<file path="src/rtl/main_control_fsm.sv">
// Multi-cycle MIPS main control unit.
// Steps each instruction through fetch, decode, execute, memory and writeback.
// Stalls on mem_ready and aborts a memory wait after MEM_TIMEOUT cycles.
// Optional build macro ILLEGAL_TRAP_EN: an unknown opcode parks the FSM in TRAP
// until reset, instead of returning to FETCH.
module main_control_fsm #(
    parameter int unsigned MEM_TIMEOUT = 15,
    parameter int unsigned CNT_W       = 8
) (
    input  logic       clk,
    input  logic       rst,
    input  logic [5:0] opcode,
    input  logic       zero,
    input  logic       mem_ready,
    output logic       iord,
    output logic       mem_write,
    output logic       ir_write,
    output logic       pc_write,
    output logic       branch,
    output logic       branch_ne,
    output logic [1:0] pc_src,
    output logic       alu_src_a,
    output logic [1:0] alu_src_b,
    output logic [1:0] alu_op,
    output logic       reg_dst,
    output logic       mem_to_reg,
    output logic       reg_write,
    output logic       mem_err,
    output logic       illegal
);

    localparam logic [3:0] S_RESET    = 4'd0;
    localparam logic [3:0] S_FETCH    = 4'd1;
    localparam logic [3:0] S_DECODE   = 4'd2;
    localparam logic [3:0] S_MEMADR   = 4'd3;
    localparam logic [3:0] S_MEMREAD  = 4'd4;
    localparam logic [3:0] S_MEMWB    = 4'd5;
    localparam logic [3:0] S_MEMWRITE = 4'd6;
    localparam logic [3:0] S_EXECUTE  = 4'd7;
    localparam logic [3:0] S_ALUWB    = 4'd8;
    localparam logic [3:0] S_BRANCH   = 4'd9;
    localparam logic [3:0] S_ADDIEX   = 4'd10;
    localparam logic [3:0] S_ADDIWB   = 4'd11;
    localparam logic [3:0] S_JUMP     = 4'd12;
`ifdef ILLEGAL_TRAP_EN
    localparam logic [3:0] S_TRAP     = 4'd13;
`endif

    localparam logic [5:0] OP_RTYPE = 6'b000000;
    localparam logic [5:0] OP_J     = 6'b000010;
    localparam logic [5:0] OP_BEQ   = 6'b000100;
    localparam logic [5:0] OP_BNE   = 6'b000101;
    localparam logic [5:0] OP_ADDI  = 6'b001000;
    localparam logic [5:0] OP_LW    = 6'b100011;
    localparam logic [5:0] OP_SW    = 6'b101011;

    localparam logic [CNT_W-1:0] CNT_LIMIT = CNT_W'(MEM_TIMEOUT - 1);

    logic [3:0]       state_q, state_d;
    logic [CNT_W-1:0] cnt_q, cnt_d;
    logic             waiting;
    logic             timeout;

    // zero only qualifies branch/branch_ne outside this block
    logic unused_zero;
    assign unused_zero = zero;

    // A memory-facing state that has not yet seen mem_ready
    assign waiting = ((state_q == S_FETCH) || (state_q == S_MEMREAD) || (state_q == S_MEMWRITE))
                     && !mem_ready;
    assign timeout = waiting && (cnt_q == CNT_LIMIT);

    // State and wait-counter registers
    always_ff @(posedge clk or negedge rst) begin
        if (!rst) begin
            state_q <= S_RESET;
            cnt_q   <= '0;
        end else begin
            state_q <= state_d;
            cnt_q   <= cnt_d;
        end
    end

    // Next-state selection; a timeout overrides the normal stall
    always_comb begin
        state_d = state_q;
        case (state_q)
            S_RESET:    state_d = S_FETCH;
            S_FETCH:    if (mem_ready) state_d = S_DECODE;
            S_DECODE: begin
                case (opcode)
                    OP_LW, OP_SW:    state_d = S_MEMADR;
                    OP_RTYPE:        state_d = S_EXECUTE;
                    OP_BEQ, OP_BNE:  state_d = S_BRANCH;
                    OP_ADDI:         state_d = S_ADDIEX;
                    OP_J:            state_d = S_JUMP;
`ifdef ILLEGAL_TRAP_EN
                    default:         state_d = S_TRAP;
`else
                    default:         state_d = S_FETCH;
`endif
                endcase
            end
            S_MEMADR:   state_d = (opcode == OP_SW) ? S_MEMWRITE : S_MEMREAD;
            S_MEMREAD:  if (mem_ready) state_d = S_MEMWB;
            S_MEMWB:    state_d = S_FETCH;
            S_MEMWRITE: if (mem_ready) state_d = S_FETCH;
            S_EXECUTE:  state_d = S_ALUWB;
            S_ALUWB:    state_d = S_FETCH;
            S_BRANCH:   state_d = S_FETCH;
            S_ADDIEX:   state_d = S_ADDIWB;
            S_ADDIWB:   state_d = S_FETCH;
            S_JUMP:     state_d = S_FETCH;
`ifdef ILLEGAL_TRAP_EN
            S_TRAP:     state_d = S_TRAP;
`endif
            default:    state_d = S_RESET;
        endcase
        if (timeout) state_d = S_FETCH;
    end

    // Wait counter clears on any state change or abort (abort of FETCH re-enters FETCH)
    always_comb begin
        cnt_d = cnt_q;
        if (timeout || (state_d != state_q)) begin
            cnt_d = '0;
        end else if (waiting) begin
            cnt_d = cnt_q + 1'b1;
        end
    end

    // Output decode from state, with mem_ready gating in FETCH
    always_comb begin
        iord       = 1'b0;
        mem_write  = 1'b0;
        ir_write   = 1'b0;
        pc_write   = 1'b0;
        branch     = 1'b0;
        branch_ne  = 1'b0;
        pc_src     = 2'b00;
        alu_src_a  = 1'b0;
        alu_src_b  = 2'b00;
        alu_op     = 2'b00;
        reg_dst    = 1'b0;
        mem_to_reg = 1'b0;
        reg_write  = 1'b0;
        mem_err    = timeout;
        illegal    = 1'b0;
        case (state_q)
            S_FETCH: begin
                alu_src_b = 2'b01;
                ir_write  = mem_ready;
                pc_write  = mem_ready;
            end
            S_DECODE: begin
                alu_src_b = 2'b11;
                illegal   = !((opcode == OP_LW) || (opcode == OP_SW) || (opcode == OP_RTYPE) ||
                              (opcode == OP_BEQ) || (opcode == OP_BNE) ||
                              (opcode == OP_ADDI) || (opcode == OP_J));
            end
            S_MEMADR, S_ADDIEX: begin
                alu_src_a = 1'b1;
                alu_src_b = 2'b10;
            end
            S_MEMREAD:  iord = 1'b1;
            S_MEMWB: begin
                mem_to_reg = 1'b1;
                reg_write  = 1'b1;
            end
            S_MEMWRITE: begin
                iord      = 1'b1;
                mem_write = 1'b1;
            end
            S_EXECUTE: begin
                alu_src_a = 1'b1;
                alu_op    = 2'b10;
            end
            S_ALUWB: begin
                reg_dst   = 1'b1;
                reg_write = 1'b1;
            end
            S_BRANCH: begin
                alu_src_a = 1'b1;
                alu_op    = 2'b01;
                pc_src    = 2'b01;
                branch    = (opcode == OP_BEQ);
                branch_ne = (opcode == OP_BNE);
            end
            S_ADDIWB:   reg_write = 1'b1;
            S_JUMP: begin
                pc_src   = 2'b10;
                pc_write = 1'b1;
            end
`ifdef ILLEGAL_TRAP_EN
            S_TRAP:     illegal = 1'b1;
`endif
            default: ;
        endcase
    end

endmodule

</file>
<file path="config.mk">
export PLATFORM = sky130hd
export DESIGN_NAME = main_control_fsm
export DESIGN_NICKNAME = d
export VERILOG_FILES = /design/src/rtl/main_control_fsm.sv
export SDC_FILE = /design/constraint.sdc
export NUM_CORES = 1
export LEC_CHECK = 0
export CORE_UTILIZATION = 45
export CTS_BUF_LIST = sky130_fd_sc_hd__clkbuf_4 sky130_fd_sc_hd__clkbuf_8
export CTS_CLUSTER_DIAMETER = 30
export DETAILED_ROUTE_END_ITERATION = 16
export GPL_TIMING_DRIVEN = 0
export PLACE_DENSITY = 0.78
export SETUP_SLACK_MARGIN = 0.3
export SYNTH_ARGS = -nofsm -noshare
export SYNTH_HDL_FRONTEND = slang
export SYNTH_SLANG_ARGS = --single-unit
</file>
<file path="constraint.sdc">
create_clock -name clk -period 3 [get_ports clk]
set_clock_uncertainty 0.05 [all_clocks]
set_input_delay 0.3 -clock clk [delete_from_list [all_inputs] [get_ports clk]]
set_output_delay 0.3 -clock clk [all_outputs]
set_load 0.01 [all_outputs]
</file>
==> results of run 1 <==
[stage by stage]
stage | instance area (sq um) | total power [mW]
detailed placement | 1220 | 0.675
floorplan | 925 | 0.496
global route | 1260 | 0.866
finish | 1260 | 0.815
CTS | 1250 | 0.810
global placement | 1220 | 0.664
[power groups by stage]
stage               sequential [mW]  clock [mW]  combinational (mW)
floorplan                     0.215           0               0.281
global placement              0.222           0               0.442
detailed placement            0.222           0               0.452
CTS                           0.219       0.137               0.453
global route                  0.225       0.144               0.498
finish                        0.220       0.136               0.459
[synth_stat cells, types with 2 or more instances]
cell type | instances | area (sq um)
nor2_1 | 23 | 86.3
nand2_1 | 14 | 52.6
dfrtp_1 | 12 | 300
nor3_1 | 8 | 40.0
a21oi_1 | 7 | 35.0
nand2b_1 | 6 | 37.5
inv_1 | 5 | 18.8
nand3_1 | 5 | 25.0
o21ai_0 | 4 | 20.0
clkbuf_1 | 3 | 11.3
nor4_1 | 3 | 18.8
o22ai_1 | 3 | 18.8
a21boi_0 | 2 | 15.0
ha_1 | 2 | 25.0
nor2b_1 | 2 | 12.5
xnor2_1 | 2 | 17.5
[area by class of cell]
type,count,area share (%)
Clock buffer,4,2.88
Multi-Input combinational cell,102,46.3
Tap cell,27,2.68
Timing Repair Buffer,26,20.7
Buffer,5,2.18
Inverter,5,1.49
Sequential cell,12,23.8
[cell usage in the layout, fill, tap and decap left out, types with 2 or more instances in the layout]
| cell type | count |
|---|---|
| inv_1 | 5 |
| a21boi_0 | 2 |
| nand3_1 | 5 |
| clkdlybuf4s50_1 | 26 |
| nor2b_1 | 2 |
| ha_1 | 2 |
| nor2_1 | 23 |
| nor3_1 | 7 |
| nand2_1 | 14 |
| xnor2_1 | 2 |
| dfrtp_1 | 12 |
| clkbuf_1 | 3 |
| a21oi_1 | 7 |
| nor4_1 | 3 |
| clkbuf_4 | 3 |
| nand2b_1 | 6 |
| o21ai_0 | 4 |
| o22ai_1 | 3 |
[how the worst max path moves through the flow]
stage | startpoint | endpoint | slack [ns] | cells past startpoint
after floorplan | state_q[1] | pc_write | 1.23 | 4
after global placement | mem_ready | mem_err | 0.35 | 5
after detailed placement | mem_ready | mem_err | 0.36 | 5
after CTS | state_q[1] | mem_err | 0.34 | 5
after global routing | state_q[1] | mem_err | 0.31 | 5
final | mem_ready | mem_err | 0.43 | 5
[cells by family after synthesis]
logic type,synth area share (%)
and+or+nand+nor,38.8
AOI/OAI and AO/OA,18.1
DFF,32.5
buffers and inverters,5.01
xor gates and xnor gates,2.84
adders and majority gates,2.71
[state kept, by name, indices dropped and copies added, names as in the netlist]
name / cells
state_q: 4
cnt_q: 8
[what timing repair did]
item                                    in CTS  in global routing
resized for setup                            0                  1
endpoints found under the hold margin        0                  0
setup buffers                                0                  0
endpoints found under the setup margin       0                  1
[metal layers]
layer / up-vias / part of all wire [%]
met5: - / 0
met4: 0 / 1.2
met3: 5 / 4.4
met2: 32 / 48
met1: 478 / 47
li1: 497 / -
==> results_dict.tcl, run 1 <==
set metrics [dict create \
    status "finished clean" \
    grt_use_met1_pct 31.4 \
    met2_usage_pct 33.4 \
    cpPeakStageDelay_ns 0.60 \
    initial_utilization_pct 47.6 \
    cp_num_buf_inv 2 \
    clk_pin_slew_ns 0.08 \
    p_sw_mw 0.338 \
    cpMostUsedCell "clkdlybuf4s50_1" \
    numCtsBuffers 3 \
    dp_cells 177 \
    viasPerCell 5.59 \
    antenna_found_initial 0 \
    num_rows 16 \
    final-max-slew-violation-count 0 \
    synth_fp_nets 136 \
    worstSetupEndpointType "output pin" \
    yosysUniqueCellTypes 39 \
    dp_slack_ns 0.356 \
    cts_root_buffer "clkbuf_4" \
    cts_tree "yes" \
    grt_max_degree 13 \
    netSwitchingFraction_pct 41.5 \
    wl_microns 2360 \
    clock_latency_ns 0.29 \
    timing_hold_violations_final 0 \
    grt_usage_pct 22.1 \
    worstPathArrival_ns 2.22 \
    syn_inst 124 \
    slew-limit-headroom_pct 63.6 \
    busiest_layer "met2" \
    crit_fanout 7 \
    synth-seq-cells 12 \
    critPathLaunchType "primary input" \
    synth_flop_cell "dfrtp_1" \
    fmaxAchievable_mhz 389 \
    cts.sinks 12 \
    cpMaxStageDelayCell "clkdlybuf4s50_1" \
    grt_pass1_wl_microns 3510 \
    register_area_sq_um 300 \
    place.gp.congestion 0.810 \
    io_pins 28 \
    fin_crit_sh_pct 85.6 \
    grt.overflow.total 0 \
    p_per_area_mw_per_mm2 646 \
    core_sq_mm 0.00194 \
    yosys_warnings 0 \
    worstMarginPinSlew_ns 0.540 \
    first_pass_iters 4 \
    vias 1012 \
    setup.worst_path.class "in -> out" \
    diodes 0 \
    dpl.hpwl_microns 1750 \
    postRouteAntennaNets 0 \
    critPathTopFamily "buffers and inverters" \
    holdWs_ns 0.305 \
    p_comb_share_pct 56.3 \
    avgSynthCellArea_sq_um 7.46 \
    rsz0062_at_grt "false" \
    synth_edf_count 0 \
    p_seq_share_pct 27.0 \
    reg2reg_depth 4 \
    maxCapViolCount 0 \
    drive_above_1_share_pct 7.79 \
    max-vdd-ir-drop_mv 0.360 \
    fill_cells 169 \
    rrSetupSlack_ns 1.20 \
    p_int_mw 0.476 \
    layout_setup_ws_ns 0.431 \
    drc_errors 0 \
    htree_num_levels 1 \
    instances_no_fill 181 \
    worstHoldPathType "in -> async" \
    layout.nets 167 \
    multiInputGateArea_sq_um 583 \
    layout_min_cycle_time_ns 2.57 \
    drt_iter0_markers 39 \
    syn_to_final_growth_pct 36.3 \
    p_leak_nw 0.474 \
    ys_async_sr_fraction_pct 100 \
    first_global_vias 822 \
    cts_hold_buffers 0 \
    dieWidth_microns 47.3 \
    die_h_microns 47.3 \
    portBuffers 26 \
    syn_area_sq_um 925 \
    cts_buffer_depth 2 \
    r2r-end "state_q[2]" \
    setup_tns_ns 0 \
    required_ns 2.65 \
    gr-usage-met3_pct 3.85 \
    wl_per_cell_microns 13.0 \
    seq_area_frac_synth_pct 32.5 \
    setup_violations 0 \
    pwr-share-clk_pct 16.7 \
    dieArea_sq_mm 0.00224 \
    final_util_pct 64.9 \
    timing.rr.start "state_q[2]" \
    crit_path_cell_trace "clkdlybuf4s50_1, nor2_1, o21ai_0, nor3_2, clkdlybuf4s50_1" \
]
Note: power is estimated with default switching activity, not from simulation.
==> run 2, diff against run 1 <==
--- a/config.mk
+++ b/config.mk
@@ -10,7 +10,7 @@
 export CTS_CLUSTER_DIAMETER = 30
 export DETAILED_ROUTE_END_ITERATION = 16
 export GPL_TIMING_DRIVEN = 0
-export PLACE_DENSITY = 0.78
+export PLACE_DENSITY = 0.85
 export SETUP_SLACK_MARGIN = 0.3
 export SYNTH_ARGS = -nofsm -noshare
 export SYNTH_HDL_FRONTEND = slang
==> run 2 against run 1 <==
- critical endpoint unchanged
- core utilization is 0.64 points lower
- critical path depth stayed put
- sequential cell count stayed put
- power is 5.4% lower
- critical path type unchanged
==> results_dict.tcl, run 2 (synthesis results as in run 1) <==
set metrics [dict create \
    cts.sinks 12 \
    mostFrequentLayoutCell "clkdlybuf4s50_1" \
    p_per_area_mw_per_mm2 618 \
    slew-limit-headroom_pct 65.7 \
    cpMaxStageDelayCell "clkdlybuf4s50_1" \
    wl_per_cell_microns 12.5 \
    grt_max_degree 13 \
    setup.worst_path.class "in -> out" \
    top_register "cnt_q" \
    setup_violations 0 \
    layout_setup_ws_ns 0.476 \
    dpl.hpwl_microns 1800 \
    r2r-end "cnt_q[6]" \
    dieWidth_microns 47.3 \
    worstSetupStartpoint "mem_ready" \
    rrSetupSlack_ns 1.32 \
    place.gp.congestion 0.813 \
    grt_pass1_wl_microns 3550 \
    htree_num_levels 1 \
    grt_use_met1_pct 30.3 \
    dieArea_sq_mm 0.00224 \
    worstMarginPinSlew_ns 0.512 \
    holdWs_ns 0.321 \
    fin_crit_sh_pct 84.1 \
    cpMostUsedCell "clkdlybuf4s50_1" \
    status "finished clean" \
    postCtsSetupRepairBufs 0 \
    die_h_microns 47.3 \
    cts_buffer_depth 2 \
    cts_tree "yes" \
    cpPeakStageDelay_ns 0.60 \
    worstPathArrival_ns 2.17 \
    crit_path_end "mem_err" \
    largest_register_ffs 8 \
    grt.overflow.total 0 \
    num_rows 16 \
    max-vdd-ir-drop_mv 0.352 \
    numCtsBuffers 3 \
    diodes 0 \
    p_leak_nw 0.470 \
    required_ns 2.65 \
    fill_cells 180 \
    critPathLaunchType "primary input" \
    worstHoldPathType "in -> async" \
    fmaxAchievable_mhz 396 \
    crit_fanout 7 \
    first_global_vias 805 \
    initial_utilization_pct 47.6 \
    timing_hold_violations_final 0 \
    rsz0062_at_grt "false" \
    drc_errors 0 \
    syn_to_final_growth_pct 34.9 \
    postRouteAntennaNets 0 \
    drt_iter0_markers 31 \
    reg_top3 "cnt_q: 8 flops, state_q: 4 flops" \
    multiInputGateArea_sq_um 583 \
    placedInstanceArea_sq_mm 0.00122 \
    maxCapViolCount 0 \
    dp_slack_ns 0.381 \
    setup_tns_ns 0 \
    cts_root_buffer "clkbuf_4" \
    fin_area_sq_mm 0.00125 \
    viasPerCell 5.54 \
    grt_usage_pct 21.8 \
    layout_min_cycle_time_ns 2.52 \
    mostFrequentLayoutCells "26 x clkdlybuf4s50_1, 23 x nor2_1, 14 x nand2_1, 12 x dfrtp_1" \
    critPathTopFamily "buffers and inverters" \
    clock_latency_ns 0.27 \
    vias 997 \
    io_pins 28 \
    gr-usage-met3_pct 4.62 \
    worstSetupEndpointType "output pin" \
    reg2reg_depth 4 \
    final-max-slew-violation-count 0 \
    post_cts_resized 0 \
    portBuffers 26 \
    first_pass_iters 4 \
    busiest_layer "met2" \
    drive_above_1_share_pct 7.84 \
    cp_num_buf_inv 2 \
    register_area_sq_um 300 \
    wl_microns 2260 \
    final_util_pct 64.2 \
    cts_hold_buffers 0 \
    clk_pin_slew_ns 0.07 \
    timing.rr.start "state_q[2]" \
    antenna_found_initial 0 \
    met2_usage_pct 35.6 \
    layout.nets 167 \
    cp_num_cells 5 \
    crit_path_cell_trace "clkdlybuf4s50_1, nor2_1, o21ai_0, nor3_2, clkdlybuf4s50_1" \
    core_sq_mm 0.00194 \
]
-- run 2: cell count changes in the layout (fill, tap and decap cells not counted), sizes merged --
cell    previous run  this run
clkbuf             7         6
-- run 2: where the power goes --
group | internal [mW] | switching, mW
Combinational | 0.212 | 0.243
Clock | 0.0464 | 0.0491
Sequential | 0.190 | 0.0292
Total | 0.449 | 0.321
-- run 2: worst reg2reg max path: stages (launching register included) --
cell and delay, ns:
dfrtp_1 0.44, and2b_1 0.22, o21ai_0 0.41, o21bai_1 0.33, nor2_1 0.10
-- run 2: area by class of cell --
class                      count  area share, %
buffer                         5           2.31
clock buffer                   3           1.81
inverter                       5           1.50
multi-input combinational    102           46.7
sequential                    12           24.1
tap                           27           2.71
timing repair buffer          26           20.9
-- run 2: per-layer routing --
| layer | wire (microns) | vias up |
|---|---|---|
| li1 | - | 499 |
| met1 | 1030 | 473 |
| met2 | 1140 | 25 |
| met3 | 86 | 0 |
| met4 | 0 | 0 |
| met5 | 0 | - |
-- run 2: per-stage QoR --
step           cells  total power, mW
3_3_place_gp     177            0.661
4_1_cts          180            0.772
3_5_place_dp     177            0.674
2_1_floorplan    124            0.496
6_report         180            0.771
5_1_grt          180            0.832
-- run 2: worst min path at each step --
| stage | from | endpoint | slack (ns) | cells past startpoint |
|---|---|---|---|---|
| 2_1_floorplan | rst | cnt_q[0] | -0.05 | 0 |
| 3_3_place_gp | cnt_q[0] | cnt_q[0] | 0.45 | 1 |
| 3_5_place_dp | cnt_q[0] | cnt_q[0] | 0.47 | 1 |
| 4_1_cts | rst | cnt_q[0] | 0.33 | 1 |
| 5_1_grt | rst | cnt_q[0] | 0.35 | 1 |
| 6_report | rst | cnt_q[1] | 0.32 | 1 |
